**src/rtl/mem_stage_if.sv**
```systemverilog
// rtl/mem_stage_if.sv - execute/memory-bus/writeback signal bundle for mem_stage
// Optional: MEM_MISALIGN_TRAP_EN adds the misalign_fault signal.
interface mem_stage_if;
  logic        in_valid;
  logic        in_ready;
  logic        in_is_load;
  logic        in_is_store;
  logic [2:0]  in_funct3;
  logic [63:0] in_addr;
  logic [63:0] in_wdata;
  logic [4:0]  in_rd;
  logic [63:0] in_result;

  logic        mem_req_valid;
  logic        mem_req_we;
  logic        mem_req_ready;
  logic [63:0] mem_req_addr;
  logic [63:0] mem_req_wdata;
  logic [7:0]  mem_req_wstrb;
  logic        mem_resp_valid;
  logic [63:0] mem_resp_data;

  logic        wb_en;
  logic [4:0]  wb_rd;
  logic [63:0] wb_data;
`ifdef MEM_MISALIGN_TRAP_EN
  logic        misalign_fault;
`endif

  // slave: the memory stage's own view of the bundle
  modport slave (
    input  in_valid, in_is_load, in_is_store, in_funct3, in_addr, in_wdata, in_rd, in_result,
    input  mem_req_ready, mem_resp_valid, mem_resp_data,
    output in_ready, mem_req_valid, mem_req_we, mem_req_addr, mem_req_wdata, mem_req_wstrb,
    output wb_en, wb_rd, wb_data
`ifdef MEM_MISALIGN_TRAP_EN
    , output misalign_fault
`endif
  );

  modport master (
    output in_valid, in_is_load, in_is_store, in_funct3, in_addr, in_wdata, in_rd, in_result,
    output mem_req_ready, mem_resp_valid, mem_resp_data,
    input  in_ready, mem_req_valid, mem_req_we, mem_req_addr, mem_req_wdata, mem_req_wstrb,
    input  wb_en, wb_rd, wb_data
`ifdef MEM_MISALIGN_TRAP_EN
    , input misalign_fault
`endif
  );
endinterface

```
**src/rtl/mem_stage.sv**
```systemverilog
// rtl/mem_stage.sv - single-outstanding load/store/passthrough memory stage
// Optional: MEM_MISALIGN_TRAP_EN traps misaligned accesses instead of issuing them.
module mem_stage (
  input  logic        clk,
  input  logic        reset,
  mem_stage_if.slave  bus
);

  typedef enum logic [2:0] {
    S_IDLE,
    S_REQ,
    S_WAIT,
    S_WB
`ifdef MEM_MISALIGN_TRAP_EN
    , S_FAULT
`endif
  } state_e;

  state_e      state_q, state_d;
  logic        is_store_q, is_store_d;
  logic [2:0]  funct3_q, funct3_d;
  logic [63:0] addr_q, addr_d;
  logic [63:0] wdata_q, wdata_d;
  logic [4:0]  rd_q, rd_d;
  logic [63:0] data_q, data_d;

  logic [2:0]  off;
  logic [5:0]  shamt;
  logic [63:0] field;
  logic [63:0] load_val;
  logic [7:0]  size_mask;
  logic [7:0]  strb;

`ifdef MEM_MISALIGN_TRAP_EN
  function automatic logic misaligned(input logic [2:0] f3, input logic [2:0] o);
    case (f3[1:0])
      2'b00:   return 1'b0;
      2'b01:   return o[0];
      2'b10:   return |o[1:0];
      default: return |o;
    endcase
  endfunction
`endif

  // Lanes pushed past byte 7 fall off the end; crossing accesses are never split.
  always_comb begin
    off   = addr_q[2:0];
    shamt = {off, 3'b000};
    field = bus.mem_resp_data >> shamt;
    case (funct3_q)
      3'b000:  load_val = {{56{field[7]}},  field[7:0]};
      3'b001:  load_val = {{48{field[15]}}, field[15:0]};
      3'b010:  load_val = {{32{field[31]}}, field[31:0]};
      3'b100:  load_val = {56'd0, field[7:0]};
      3'b101:  load_val = {48'd0, field[15:0]};
      3'b110:  load_val = {32'd0, field[31:0]};
      default: load_val = field;
    endcase
    case (funct3_q[1:0])
      2'b00:   size_mask = 8'h01;
      2'b01:   size_mask = 8'h03;
      2'b10:   size_mask = 8'h0F;
      default: size_mask = 8'hFF;
    endcase
    strb = size_mask << off;
  end

  always_comb begin
    state_d    = state_q;
    is_store_d = is_store_q;
    funct3_d   = funct3_q;
    addr_d     = addr_q;
    wdata_d    = wdata_q;
    rd_d       = rd_q;
    data_d     = data_q;

    bus.in_ready      = (state_q == S_IDLE);
    bus.mem_req_valid = 1'b0;
    bus.mem_req_we    = 1'b0;
    bus.mem_req_addr  = {addr_q[63:3], 3'b000};
    bus.mem_req_wdata = wdata_q << shamt;
    bus.mem_req_wstrb = 8'h00;
    bus.wb_en         = 1'b0;
    bus.wb_rd         = rd_q;
    bus.wb_data       = data_q;
`ifdef MEM_MISALIGN_TRAP_EN
    bus.misalign_fault = 1'b0;
`endif

    case (state_q)
      S_IDLE: begin
        if (bus.in_valid) begin
          is_store_d = bus.in_is_store;
          funct3_d   = bus.in_funct3;
          addr_d     = bus.in_addr;
          wdata_d    = bus.in_wdata;
          rd_d       = bus.in_rd;
          data_d     = bus.in_result;
          if (bus.in_is_store || bus.in_is_load) begin
            state_d = S_REQ;
`ifdef MEM_MISALIGN_TRAP_EN
            if (misaligned(bus.in_funct3, bus.in_addr[2:0]))
              state_d = S_FAULT;
`endif
          end else begin
            state_d = S_WB;
          end
        end
      end
      S_REQ: begin
        bus.mem_req_valid = 1'b1;
        bus.mem_req_we    = is_store_q;
        bus.mem_req_wstrb = is_store_q ? strb : 8'h00;
        if (bus.mem_req_ready)
          state_d = is_store_q ? S_IDLE : S_WAIT;
      end
      S_WAIT: begin
        if (bus.mem_resp_valid) begin
          data_d  = load_val;
          state_d = S_WB;
        end
      end
      S_WB: begin
        bus.wb_en = (rd_q != 5'd0);
        state_d   = S_IDLE;
      end
`ifdef MEM_MISALIGN_TRAP_EN
      S_FAULT: begin
        bus.misalign_fault = 1'b1;
        state_d            = S_IDLE;
      end
`endif
      default: state_d = S_IDLE;
    endcase
  end

  always_ff @(posedge clk) begin
    if (reset) begin
      state_q    <= S_IDLE;
      is_store_q <= 1'b0;
      funct3_q   <= 3'd0;
      addr_q     <= 64'd0;
      wdata_q    <= 64'd0;
      rd_q       <= 5'd0;
      data_q     <= 64'd0;
    end else begin
      state_q    <= state_d;
      is_store_q <= is_store_d;
      funct3_q   <= funct3_d;
      addr_q     <= addr_d;
      wdata_q    <= wdata_d;
      rd_q       <= rd_d;
      data_q     <= data_d;
    end
  end

endmodule

```
**src/flat_wrapper.sv**
```systemverilog
// flat-port wrapper written by rule: the top's interface ports become plain ports
module mem_stage_flat 
  (clk, reset, bus_in_valid, bus_in_is_load, bus_in_is_store, bus_in_funct3, bus_in_addr, bus_in_wdata, bus_in_rd, bus_in_result, bus_mem_req_ready, bus_mem_resp_valid, bus_mem_resp_data, bus_in_ready, bus_mem_req_valid, bus_mem_req_we, bus_mem_req_addr, bus_mem_req_wdata, bus_mem_req_wstrb, bus_wb_en, bus_wb_rd, bus_wb_data);
  mem_stage_if bus_i ();
  input  logic clk;
  input  logic reset;
  input wire logic [$bits(bus_i.in_valid)-1:0] bus_in_valid;
  input wire logic [$bits(bus_i.in_is_load)-1:0] bus_in_is_load;
  input wire logic [$bits(bus_i.in_is_store)-1:0] bus_in_is_store;
  input wire logic [$bits(bus_i.in_funct3)-1:0] bus_in_funct3;
  input wire logic [$bits(bus_i.in_addr)-1:0] bus_in_addr;
  input wire logic [$bits(bus_i.in_wdata)-1:0] bus_in_wdata;
  input wire logic [$bits(bus_i.in_rd)-1:0] bus_in_rd;
  input wire logic [$bits(bus_i.in_result)-1:0] bus_in_result;
  input wire logic [$bits(bus_i.mem_req_ready)-1:0] bus_mem_req_ready;
  input wire logic [$bits(bus_i.mem_resp_valid)-1:0] bus_mem_resp_valid;
  input wire logic [$bits(bus_i.mem_resp_data)-1:0] bus_mem_resp_data;
  output wire logic [$bits(bus_i.in_ready)-1:0] bus_in_ready;
  output wire logic [$bits(bus_i.mem_req_valid)-1:0] bus_mem_req_valid;
  output wire logic [$bits(bus_i.mem_req_we)-1:0] bus_mem_req_we;
  output wire logic [$bits(bus_i.mem_req_addr)-1:0] bus_mem_req_addr;
  output wire logic [$bits(bus_i.mem_req_wdata)-1:0] bus_mem_req_wdata;
  output wire logic [$bits(bus_i.mem_req_wstrb)-1:0] bus_mem_req_wstrb;
  output wire logic [$bits(bus_i.wb_en)-1:0] bus_wb_en;
  output wire logic [$bits(bus_i.wb_rd)-1:0] bus_wb_rd;
  output wire logic [$bits(bus_i.wb_data)-1:0] bus_wb_data;
  assign bus_i.in_valid = bus_in_valid;
  assign bus_i.in_is_load = bus_in_is_load;
  assign bus_i.in_is_store = bus_in_is_store;
  assign bus_i.in_funct3 = bus_in_funct3;
  assign bus_i.in_addr = bus_in_addr;
  assign bus_i.in_wdata = bus_in_wdata;
  assign bus_i.in_rd = bus_in_rd;
  assign bus_i.in_result = bus_in_result;
  assign bus_i.mem_req_ready = bus_mem_req_ready;
  assign bus_i.mem_resp_valid = bus_mem_resp_valid;
  assign bus_i.mem_resp_data = bus_mem_resp_data;
  assign bus_in_ready = bus_i.in_ready;
  assign bus_mem_req_valid = bus_i.mem_req_valid;
  assign bus_mem_req_we = bus_i.mem_req_we;
  assign bus_mem_req_addr = bus_i.mem_req_addr;
  assign bus_mem_req_wdata = bus_i.mem_req_wdata;
  assign bus_mem_req_wstrb = bus_i.mem_req_wstrb;
  assign bus_wb_en = bus_i.wb_en;
  assign bus_wb_rd = bus_i.wb_rd;
  assign bus_wb_data = bus_i.wb_data;
  mem_stage u_core (.clk(clk), .reset(reset), .bus(bus_i));
endmodule
```
**config.mk**
```make
export PLATFORM = sky130hd
export DESIGN_NAME = mem_stage_flat
export DESIGN_NICKNAME = d
export VERILOG_FILES = /design/src/rtl/mem_stage_if.sv /design/src/rtl/mem_stage.sv /design/src/flat_wrapper.sv
export SDC_FILE = /design/constraint.sdc
export NUM_CORES = 1
export LEC_CHECK = 0
export CAP_MARGIN = 20
export CORE_AREA = 2 2 188 190
export DETAILED_ROUTE_END_ITERATION = 8
export DIE_AREA = 0 0 190 192
export PLACE_DENSITY = 0.67
export SLEW_MARGIN = 15
export SYNTH_ARGS = -nofsm -noshare
export SYNTH_HDL_FRONTEND = slang
export SYNTH_SLANG_ARGS = --single-unit
```
**constraint.sdc**
```tcl
create_clock -name clk -period 3.47 [get_ports clk]
set_input_delay 0.5205 -clock clk [delete_from_list [all_inputs] [get_ports clk]]
set_output_delay 0.5205 -clock clk [all_outputs]
set_load 0.05 [all_outputs]
```
# After elaboration in Yosys (flattened, before gate mapping)
# Index checks and enable logic that the tools add are counted.
# W data, S select, Z words.
[totals]
inputBits = 271
reg_bits = 204
word_cells = 48
output_inout_bits = 209
[classes]
eq_ne = 13
reduce_logical = 9
shift = 3
n_mux = 16
[op_table]
columns = ["operator", "n"]
rows = [
  ["$pmux W64 S6", 1],
  ["$mux W64", 2],
  ["$pmux W64 S2", 1],
  ["$shl A64 B6 Y64", 1],
  ["$shr A64 B6 Y64", 1],
  ["$pmux W8 S3", 1],
  ["$mux W8", 2],
  ["$eq A3 B2 Y1 const B", 3],
  ["$eq A3 B3 Y1 const B", 3],
  ["$mux W3", 3],
  ["$pmux W3 S3", 1],
  ["$shl A8 B3 Y8", 1],
  ["$eq A3 B1 Y1 const B", 2],
  ["$logic_not A3 Y1", 2],
  ["$ne A2 B2 Y1 const B", 3],
  ["$reduce_and A3 Y1", 2],
  ["$reduce_bool A5 Y1", 1],
  ["$mux W2", 2],
  ["$mux W1", 3],
  ["$eq A2 B1 Y1 const B", 1],
  ["$eq A2 B2 Y1 const B", 1],
  ["$logic_not A2 Y1", 1],
  ["$reduce_and A2 Y1", 1],
  ["$reduce_bool A2 Y1", 1],
  ["$logic_or A1 B1 Y1", 1],
]

# Longest topological paths before layout
[logic_depth]
ltp_word = 5
ltp_mapped = 9
mapped_depth_nobuf = 5

# Worst setup path after synthesis
# No wires, ideal clock.
[synth_timing]
path_kind = "register to output"
from = "register u_core.state_q[0]"
to = "output bus_mem_req_wstrb[2]"
arrival_time_ns = 4.213
t_required_ns = 2.949
stages_incl_launch_ff = 5
slack_ns = -1.263
n_path_buf = 1
cell_sequence = "dfxtp_1 -> clkbuf_1 -> nor2b_1 -> nand2_1 -> a2111oi_0"
[synth_between]
elab_chain_len = 2
[synth_rtl]
columns = ["element", "line_no", "source"]
rows = [
  ["start: declaration", "mem_stage.sv:19", "state_e state_q, state_d;"],
  ["start signal: assignment", "mem_stage.sv:147", "state_q <= state_d;"],
  ["$eq A3 B1 Y1", "mem_stage.sv:90", "case (state_q)"],
  ["$mux W8", "mem_stage.sv:90", ""],
  ["end: declaration", "flat_wrapper.sv:23", "output wire logic [$bits(bus_i.mem_req_wstrb)-1:0] bus_mem_req_wstrb;"],
]
# Every way passes these cells.

# Worst setup path after layout
[layout_timing]
from = "register u_core.addr_q[0]"
to = "output bus_mem_req_wdata[61]"
[layout_between]
elab_chain_len = 1
[layout_rtl]
columns = ["element", "line_no", "source"]
rows = [
  ["start: declaration", "mem_stage.sv:22", "logic [63:0] addr_q, addr_d;"],
  ["start signal: assignment", "mem_stage.sv:150", "addr_q <= addr_d;"],
  ["$shl A64 B6 Y64", "mem_stage.sv:81", "bus.mem_req_wdata = wdata_q << shamt;"],
  ["end: declaration", "flat_wrapper.sv:22", "output wire logic [$bits(bus_i.mem_req_wdata)-1:0] bus_mem_req_wdata;"],
]
# Every way passes these cells.

==> impl_metrics.yaml <==
cts:
  hold_buffers: 0
  post_cts_buffers: 0
  clk_latency_ns: 0.53
  clockBufferDepth: 3
  cts_sinks: 203
  ctsResizeCount: 0
  clkSlewWorstSetupHoldPaths_ns: 0.06
  cts_buffers: 24
  cts_tree: "built"
  root_buffer: "clkbuf_16"
  htree_levels: 1
drt:
  drcViolationCount: 0
  avgViaCountPerCell: 5.31
  wl_per_cell_um: 21.5
  dr_total_vias: 12700
  ant_nets: 0
  firstDrtPassIters: 6
  drt_iter0_markers: 813
  wirelength_um: 51500
floorplanning:
  start_util_pct: 35.2
  chipWidth_um: 190
  die_area_um2: 36500
  num_rows: 68
  die_h_um: 192
  ios: 480
  core_um2: 34300
layout:
  area_growth_pct: 47.6
  final_cell_mix: "clkdlybuf4s50_1, nand2_1, dfxtp_1"
  instances_no_fill: 2393
  final_common_cell: "clkdlybuf4s50_1"
  drive_above_1_share_pct: 9.71
  final_core_util_pct: 52.0
  final_nets: 2195
global_route:
  grt.total_usage_pct: 26.8
  grt_max_degree: 95
  antenna_found_initial: 2
  grt_pass1_wl_um: 75500
  grt_overflow_total: 0
  grt_pass1_vias: 12343
worst_setup_path:
  startpoint: "u_core.addr_q[0]$_SDFFE_PP0P_"
  r2r_setup_slack_ns: 0.81
  rr_startpoint: "u_core.state_q[1]$_SDFFE_PP0P_"
  critPathArrivalTime_ns: 2.82
  cp-end-kind: "output port"
  worstSetupPathType: "flop to output port"
  required_ns: 2.95
  worstSetupStartpointType: "flop"
  cp_max_fo: 56
timing:
  setup_violations: 0
  slew_viol_final: 0
  final-hold-violation-count: 0
  finClkSkew_ns: 0.0165
  period_minus_slack_ns: 3.34
  holdWs_ns: 0.419
  worst_slack_ns: 0.132
  period_share_pct: 96.2
  max_freq_mhz: 300
  tightest_slew_ns: 1.04
  rsz0062_at_grt: "no"
  relSlewSlack_pct: 30.4
pwr:
  p_int_mw: 5.25
  clock_power_share_pct: 30.2
  switching_power_mw: 3.11
  seqPwrFrac_pct: 32.8
  p_sw_share_pct: 37.2
  power_density_nw_per_um2: 469
  power_mw: 8.36
  peakVddDrop_v: 0.000309
  leakagePower_nw: 6.33
  combPwrFrac_pct: 37.0
place:
  dp_slack_ns: 0.633
  place_inst: 2352
  gp_congestion: 0.937
  port_buffers: 476
  dp_hpwl_um: 38800
yosys:
  yosys_most_used_dff: "dfxtp_1"
  synth_edf_count: 0
  syn_area_per_cell_um2: 7.70
  synth_cells: 1568
  async_reset_ff_share_pct: 0
  syn-cell-area_um2: 12100
  yosysTopAreaCell: "dfxtp_1"
  ys_ff_latch: 203
  yosysSeqAreaShare_pct: 33.7
  yosys-top-cells-area: "dfxtp_1, mux2i_1, nand2_1"
  synth_top_area_share_pct: 33.7
  synth_warnings: 0
  ys_types: 49
worst_hold_path:
  hp-class: "input pin to flop"
  worstHoldStart: "reset"
run:
  max-cap-violations: 0
status:
  status: "finished, final reports clean"
## layout make-up
class                      count  area [µm²]
multi-input combinational   1145        6900
sequential                   203        4080
clock inverter                 6        93.8
inverter                      18        67.6
fill                        3214       16500
antenna                        1        2.50
timing repair buffer         532        5430
tap                          455         569
clock buffer                  33         674
## cell families (layout without fill, tap and decap cells)
logic type	Yosys count	in the layout	synth area share (%)
buffers and inverters	222	589	9.43
AND/OR/NAND/NOR	558	558	20.2
multiplexers	163	163	15.3
other	1	4	0.0311
flip-flops	203	203	33.7
AO/OA/AOI/OAI	421	421	21.4
## cell usage after synthesis (all sizes together), types with 2 or more instances
cell type and number:
mux2 18, a211o 7, dfxtp 203, a21o 2
a22o 2, or3 27, a21oi 184, or2 4
nor4 2, and2 8, mux4 15, a221o 7
o211ai 9, buf 117, o22a 8, nor2b 29
inv 18, a32o 7, o22ai 24, nand3 5
nand2 345, nand3b 21, nor2 93, a22oi 9
a211oi 45, mux2i 130, o221ai 7, clkbuf 87
a2111oi 10, nand2b 5, and3 2, nor3 14
o21ai 94
## worst max-delay path, stage by stage (launching register included)
cell and delay (ns):
dfxtp_4 0.66, buf_12 0.34, mux2i_1 0.28, nand2_1 0.07, o21ai_0 0.09, clkdlybuf4s50_1 0.83
## per-stage QoR
| stage | instance area, µm² | TNS [ns] |
|---|---|---|
| after floorplan | 12100 | -1.56 |
| after global placement | 17000 | 0 |
| after CTS | 17800 | 0 |
| final | 17800 | 0 |
| after detailed placement | 17000 | 0 |
| after global routing | 17800 | 0 |
## registers in the layout, summed over array words and instances (netlist names)
register / cells
u_core.addr_q: 64
u_core.wdata_q: 64
u_core.state_q: 2
u_core.is_store_q: 1
u_core.funct3_q: 3
u_core.bus.wb_data: 64
u_core.bus.wb_rd: 5
## metal layers
| layer | track usage (%) | vias to the layer above | part of all wire (%) |
|---|---|---|---|
| met5 | 0 | - | 0 |
| met4 | 9.57 | 0 | 3.6 |
| met3 | 5.44 | 83 | 7.9 |
| met2 | 46.7 | 533 | 49 |
| met1 | 32.6 | 5964 | 40 |
| li1 | - | 6120 | - |
## final timing paths
check | cells after the start | endpoint
max | 5 | bus_mem_req_wdata[61]
min | 2 | u_core.addr_q[11]$_SDFFE_PP0P_
max reg2reg | 7 | u_core.bus.wb_data[21]$_SDFFE_PP0P_
min reg2reg | 2 | u_core.addr_q[39]$_SDFFE_PP0P_
## power by group through the flow
stage | Clock [mW] | Sequential (mW) | Combinational [mW]
2_1_floorplan | 0 | 3.04 | 1.61
3_3_place_gp | 0 | 2.79 | 3.06
3_5_place_dp | 0 | 2.79 | 3.07
4_1_cts | 2.58 | 2.74 | 3.09
5_1_grt | 2.66 | 2.77 | 3.27
6_report | 2.53 | 2.74 | 3.09
Power figures use the tool's default switching activity.
